**src/rtl/nibble_rx.sv**
```systemverilog
// Serial nibble receiver: input synchroniser, start/data/stop framing FSM,
// registered valid/frame_err strobes and a wrapping good-frame counter.
module nibble_rx #(
  parameter int CLKS_PER_BIT = 5000,
  parameter int SYNC_STAGES  = 2
) (
  input  logic       sysclk,
  input  logic       rst,
  input  logic       rx,
  output logic [3:0] data,
  output logic       valid,
  output logic       frame_err,
  output logic       busy,
  output logic [7:0] frame_count
);
  localparam int CW = $clog2(CLKS_PER_BIT + 1);
  localparam logic [CW-1:0] HALF = CW'(CLKS_PER_BIT / 2);
  localparam logic [CW-1:0] FULL = CW'(CLKS_PER_BIT);
  localparam logic [CW-1:0] ONE  = CW'(1);

  typedef enum logic [2:0] {IDLE, START, DATA, STOP, WAIT_IDLE} state_t;

  state_t                 state, state_nx;
  logic [SYNC_STAGES-1:0] sync;
  logic                   rxs;
  logic [CW-1:0]          cnt, cnt_nx;
  logic [1:0]             idx, idx_nx;
  logic [3:0]             shreg, shreg_nx, data_nx;
  logic                   valid_nx, ferr_nx;
  logic [7:0]             fcnt_nx;
  logic                   expire;

  // Stages reset high so leaving reset never looks like a start bit.
  always_ff @(posedge sysclk or posedge rst)
    if (rst) sync <= '1;
    else     sync <= {sync[SYNC_STAGES-2:0], rx};

  assign rxs    = sync[SYNC_STAGES-1];
  assign expire = (cnt == ONE);
  assign busy   = (state != IDLE);

  always_ff @(posedge sysclk or posedge rst)
    if (rst) begin
      state       <= IDLE;
      cnt         <= '0;
      idx         <= '0;
      shreg       <= '0;
      data        <= '0;
      valid       <= 1'b0;
      frame_err   <= 1'b0;
      frame_count <= '0;
    end else begin
      state       <= state_nx;
      cnt         <= cnt_nx;
      idx         <= idx_nx;
      shreg       <= shreg_nx;
      data        <= data_nx;
      valid       <= valid_nx;
      frame_err   <= ferr_nx;
      frame_count <= fcnt_nx;
    end

  always_comb begin
    state_nx = state;
    cnt_nx   = cnt;
    idx_nx   = idx;
    shreg_nx = shreg;
    data_nx  = data;
    valid_nx = 1'b0;
    ferr_nx  = 1'b0;
    fcnt_nx  = frame_count;
    case (state)
      IDLE:
        if (!rxs) begin
          state_nx = START;
          cnt_nx   = HALF;
        end
      START:
        if (expire) begin
          // A start bit that is gone by mid-bit is a glitch: drop silently.
          if (!rxs) begin
            state_nx = DATA;
            idx_nx   = 2'd0;
            cnt_nx   = FULL;
          end else begin
            state_nx = IDLE;
          end
        end else begin
          cnt_nx = cnt - ONE;
        end
      DATA:
        if (expire) begin
          shreg_nx[idx] = rxs;
          cnt_nx        = FULL;
          if (idx == 2'd3) state_nx = STOP;
          else             idx_nx   = idx + 2'd1;
        end else begin
          cnt_nx = cnt - ONE;
        end
      STOP:
        if (expire) begin
          if (rxs) begin
            data_nx  = shreg;
            valid_nx = 1'b1;
            fcnt_nx  = frame_count + 8'd1;
            state_nx = IDLE;
          end else begin
            ferr_nx  = 1'b1;
            state_nx = WAIT_IDLE;
          end
        end else begin
          cnt_nx = cnt - ONE;
        end
      WAIT_IDLE:
        if (rxs) state_nx = IDLE;
      default: state_nx = IDLE;
    endcase
  end
endmodule
```
**config.mk**
```make
export PLATFORM = sky130hd
export DESIGN_NAME = nibble_rx
export DESIGN_NICKNAME = d
export VERILOG_FILES = /design/src/rtl/nibble_rx.sv
export SDC_FILE = /design/constraint.sdc
export NUM_CORES = 1
export LEC_CHECK = 0
export ABC_CLOCK_PERIOD_IN_PS = 4350
export BUFFER_PORTS_ARGS = -buffer_cell sky130_fd_sc_hd__buf_4
export CAP_MARGIN = 20
export CORE_MARGIN = 4
export CORE_UTILIZATION = 35
export DETAILED_ROUTE_END_ITERATION = 7
export HOLD_SLACK_MARGIN = 0.02
export MAX_ROUTING_LAYER = met4
export SLEW_MARGIN = 10
export SYNTH_ARGS = -nofsm -noshare
export SYNTH_HDL_FRONTEND = slang
export SYNTH_SLANG_ARGS = --single-unit
```
**constraint.sdc**
```tcl
create_clock -name sysclk -period 4.35 [get_ports sysclk]
set_input_delay 0.435 -clock sysclk [delete_from_list [all_inputs] [get_ports sysclk]]
set_output_delay 0.435 -clock sysclk [all_outputs]
set_load 0.1 [all_outputs]
```
* After elaboration in Yosys (flattened, before gate mapping)
Index checks and enable logic that the tools add are counted.
** Word-level totals
- Logic and storage cells :: 69
- Bits of input ports :: 3
- Bits in registers :: 38
- Output and inout bits :: 15
** Operators by class
- Mux-type cells :: 29
- Equality and inequality tests :: 16
- Reductions and logical operators :: 10
- $lt $le $gt $ge :: 2
- Add/subtract/negate cells :: 3
** Operators with widths (count)
- $mux W13 :: 5
- $pmux W13 S4 :: 1
- $mux W3 :: 7
- $ne A2 B2 Y1 const B :: 9
- $pmux W3 S5 :: 1
- $eq A13 B1 Y1 const B :: 1
- $sub A13 B1 Y13 const B :: 1
- $mux W2 :: 5
- $add A8 B1 Y8 const B :: 1
- $mux W1 :: 7
- $eq A3 B2 Y1 const B :: 2
- $reduce_and A6 Y1 :: 1
- $reduce_and A5 Y1 :: 1
- $bwmux W4 :: 1
- $pmux W2 S2 :: 1
- $reduce_and A4 Y1 :: 1
- $reduce_bool A4 Y1 :: 1
- $eq A3 B1 Y1 const B :: 1
- $eq A3 B3 Y1 const B :: 1
- $logic_not A3 Y1 :: 1
- $lt A2 B3 Y1 const B :: 1
- $ne A3 B3 Y1 const B :: 1
- $reduce_and A3 Y1 :: 1
- $reduce_bool A3 Y1 :: 1
- 7 further kinds :: 7

* Depth between registers and ports, before layout
- Word-level depth :: 5
- Depth in mapped cells :: 10
- Mapped depth without buffers :: 7

* Least setup slack after synthesis
Ideal clock, no wire load.
- Path kind :: flip-flop to flip-flop
- Start :: register cnt[1]
- End :: register frame_count[4]
- Period minus slack after synthesis :: 2.020 ns
- Path slack :: 2.330 ns
- Setup time :: 0.159 ns
- Required time :: 4.191 ns
- Arrival time :: 1.860 ns
- Stages on the path, launching flop included :: 11
- Buffers on the path :: 3
- Cells stage by stage :: dfrtp_1 -> inv_1 -> ha_1 -> nor4b_2 -> and3_1 -> buf_4 -> and4_1 -> buf_4 -> buf_12 -> nand4_1 -> xnor2_1
** On the way
- Word-level cells in the longest chain between the ends :: 2
** Ends and longest elaborated chain
- from (decl) :: line 26 : logic [CW-1:0] cnt, cnt_nx;
- from (signal assigned) :: line 54 : cnt <= cnt_nx;
- $eq A13 B1 Y1 :: line 39 : assign expire = (cnt == ONE);
- $reduce_and A3 Y1 (no source line)
- to (signal assigned) :: line 60 : frame_count <= fcnt_nx;
- to (decl) :: line 14 : output logic [7:0] frame_count
Every way passes these cells.
A chain may end at the register's enable or synchronous reset.

* Worst setup path in the final report
- Start :: register cnt[1]
- End :: register data[2]
** On the way
- Word-level cells in the longest chain between the ends :: 2
** Ends and longest elaborated chain
- $eq A13 B1 Y1 :: line 39
- $reduce_and A3 Y1 (no source line)
- to (signal assigned) :: line 57 : data <= data_nx;
- to (decl) :: line 10 : output logic [3:0] data,
Every way passes these cells.

==> flow_metrics.py <==
metrics = {
    "timing": {
        "slew_headroom": 0.652,
        "hold_viol": 0,
        "rsz0062_at_grt": "false",
        "setup_tns_ns": 0,
        "setup_viol": 0,
        "finClkSkew_ns": 0.00610,
        "timing.fmax_ghz": 0.416,
        "fin_crit_sh": 0.552,
        "maxSlewViolCount": 0,
        "tightest_slew_ns": 0.516,
        "min_period_ns": 2.40,
    },
    "worst_setup_path": {
        "cp.required_ns": 4.53,
        "endpoint": "data[2]",
        "critPathLaunch": "cnt[1]",
        "regToRegStartpoint": "cnt[1]",
        "cp-end-kind": "flip-flop",
        "critPathLaunchType": "flip-flop",
        "reg2reg_to": "data[2]",
        "cp.arrival_ns": 2.58,
        "worstSetupPathType": "flip-flop to flip-flop",
        "ff2ff_path_depth": 6,
        "cp_max_fo": 13,
        "r2r_slack_ns": 1.95,
    },
    "hold_path": {
        "min_from": "rx",
        "hold_path.class": "input port to flip-flop",
    },
    "routing": {
        "route.detailed.drc": 0,
        "antenna_left": 0,
        "viasPerCell": 5.14,
        "drt_iter0_markers": 65,
        "wl_per_cell_um": 13.0,
        "vias": 1438,
        "wirelength_um": 3640,
        "first_pass_iters": 4,
    },
    "synth": {
        "ys.warnings.count": 0,
        "synth-main-ff-cell": "dfrtp_1",
        "synth-seq-area-share": 0.479,
        "ys_ff_latch": 38,
        "synthDistinctLibCells": 42,
        "async_reset_ff_frac": 1.00,
        "synth_edf_count": 0,
        "syn-num-nets": 200,
        "synthCells": 190,
        "syn_avg_cell_area_um2": 10.5,
        "mappedNetlistArea_mm2": 0.00199,
    },
    "clock_tree": {
        "postCtsSetupBuffers": 0,
        "cts_sinks": 38,
        "h-tree-depth": 2,
        "clockRootBuffer": "clkbuf_8",
        "clk_pin_slew_ns": 0.08,
        "worstSkewPairLatency_ns": 0.28,
        "clk_path_buf_depth": 2,
        "cts_resized": 0,
        "cts_tree": "built",
        "hold_buffers": 0,
        "cts_buffers": 5,
    },
    "global_routing": {
        "grt.total_usage": 0.113,
        "grt_max_degree": 39,
        "first_global_vias": 1337,
        "grt_pass1_wl_um": 6310,
        "antenna_found_initial": 0,
        "grt-ovfl-total": 0,
    },
    "layout": {
        "layout_commonest_cell": "dfrtp_1",
        "drive_gt1_frac": 0.202,
        "multi_input_area_um2": 950,
        "seq_area_um2": 953,
        "final_cell_mix": "36 x dfrtp_1, 18 x buf_4, 17 x nor2_1, 14 x nand2_1",
        "nets": 217,
        "fillCellCount": 535,
        "stdcell_area_mm2": 0.00226,
        "area_delta_synth_final_pct": 13.4,
        "diodes": 0,
    },
    "power_and_ir_drop": {
        "pwr_density_cell_mw_per_mm2": 274,
        "total_leakage_power_nw": 1.03,
        "peakVddDrop_mv": 0.134,
    },
    "die": {
        "dieArea_mm2": 0.00696,
        "num_rows": 27,
        "design.core.area_mm2": 0.00551,
        "chipWidth_um": 83.4,
        "start_util": 0.362,
        "die_y_um": 83.4,
        "pin_count": 18,
    },
    "placement": {
        "gp_congestion": 0.836,
        "placed_cell_area_mm2": 0.00216,
        "numPortBuffers": 17,
        "dpl.hpwl_um": 2570,
    },
    "status": {
        "outcome": "finished, final reports clean",
    },
    "run": {
        "maxCapViolations": 0,
    },
}
==> metal layers <==
layer,vias up,track usage,part of all wire
met1,705,0.153,0.49
met5,-,-,0
met4,0,0.0351,0.013
met2,20,0.166,0.46
met3,5,0.0298,0.032
li1,708,-,-
==> kinds of logic after synthesis <==
| logic type | count (synthesis) | share of synthesized area |
|---|---|---|
| AND/OR/NAND/NOR | 74 | 0.214 |
| flip-flops | 38 | 0.479 |
| AO/OA/AOI/OAI | 30 | 0.0993 |
| buffers and inverters | 17 | 0.0440 |
| XOR/XNOR | 12 | 0.0528 |
| multiplexers | 12 | 0.0666 |
| adder cells (fa/ha/maj) | 7 | 0.0440 |
==> per-stage QoR <==
stage	utilization	power, mW	cells	hold slack (ns)	setup WS (ns)
after CTS	0.410	0.627	280	0.247	1.96
after global placement	0.393	0.375	272	0.348	2.06
after detailed placement	0.393	0.375	272	0.349	1.96
after floorplan	-	0.370	190	0.345	2.33
final	0.410	0.618	280	0.255	1.95
after global routing	0.410	0.644	280	0.240	1.75
==> state kept, by name, indices dropped and copies added (netlist names) <==
| name | flops |
|---|---|
| state | 3 |
| frame_err | 1 |
| frame_count | 8 |
| idx | 2 |
| shreg | 4 |
| cnt | 13 |
| data | 4 |
| sync | 2 |
| valid | 1 |
==> cells in the mapped netlist (3+ instances only) <==
cell type  instances  area [um2]
mux2_2            10         113
a21oi_1            9        45.0
nor3_1             4        20.0
and4_1             3        26.3
nand4_1            6        37.5
and3_1             5        31.3
or4_1              3        22.5
nor2_1            17        63.8
xnor2_1            7        61.3
xor2_1             5        43.8
nand3_1           10        50.1
inv_1              9        33.8
nand2_1           14        52.6
dfrtp_1           36         901
clkbuf_1           4        15.0
o21ai_0            4        20.0
ha_1               7        87.6
==> critical path, stage by stage (launching register included) <==
cell	delay (ns)
dfrtp_1	0.41
inv_1	0.10
ha_1	0.14
nor4b_2	0.34
and3_1	0.37
and4_1	0.55
mux2_2	0.39
==> final cells by class <==
cell class | count | area share
clock buffer | 6 | 0.0366
tap | 72 | 0.0399
multi-input combinational | 135 | 0.421
sequential | 38 | 0.422
timing repair buffer | 18 | 0.0599
clock inverter | 2 | 0.00554
inverter | 9 | 0.0150
==> where the power goes <==
group / switching (mW) / internal (mW) / leakage [nW] / total (mW)
sequential: 0.00182 / 0.355 / 0.495 / 0.357
combinational: 0.00768 / 0.00282 / 0.485 / 0.0105
clock: 0.123 / 0.127 / 0.0472 / 0.251
==> worst min-delay path by stage <==
stage	endpoint	slack, ns	cells past startpoint
2_1_floorplan	sync[1]	0.35	0
3_3_place_gp	sync[1]	0.35	0
3_5_place_dp	sync[1]	0.35	0
4_1_cts	sync[0]	0.25	1
5_1_grt	sync[0]	0.24	1
6_report	sync[0]	0.25	1
No activity file was read; power rests on OpenSTA's default activity.
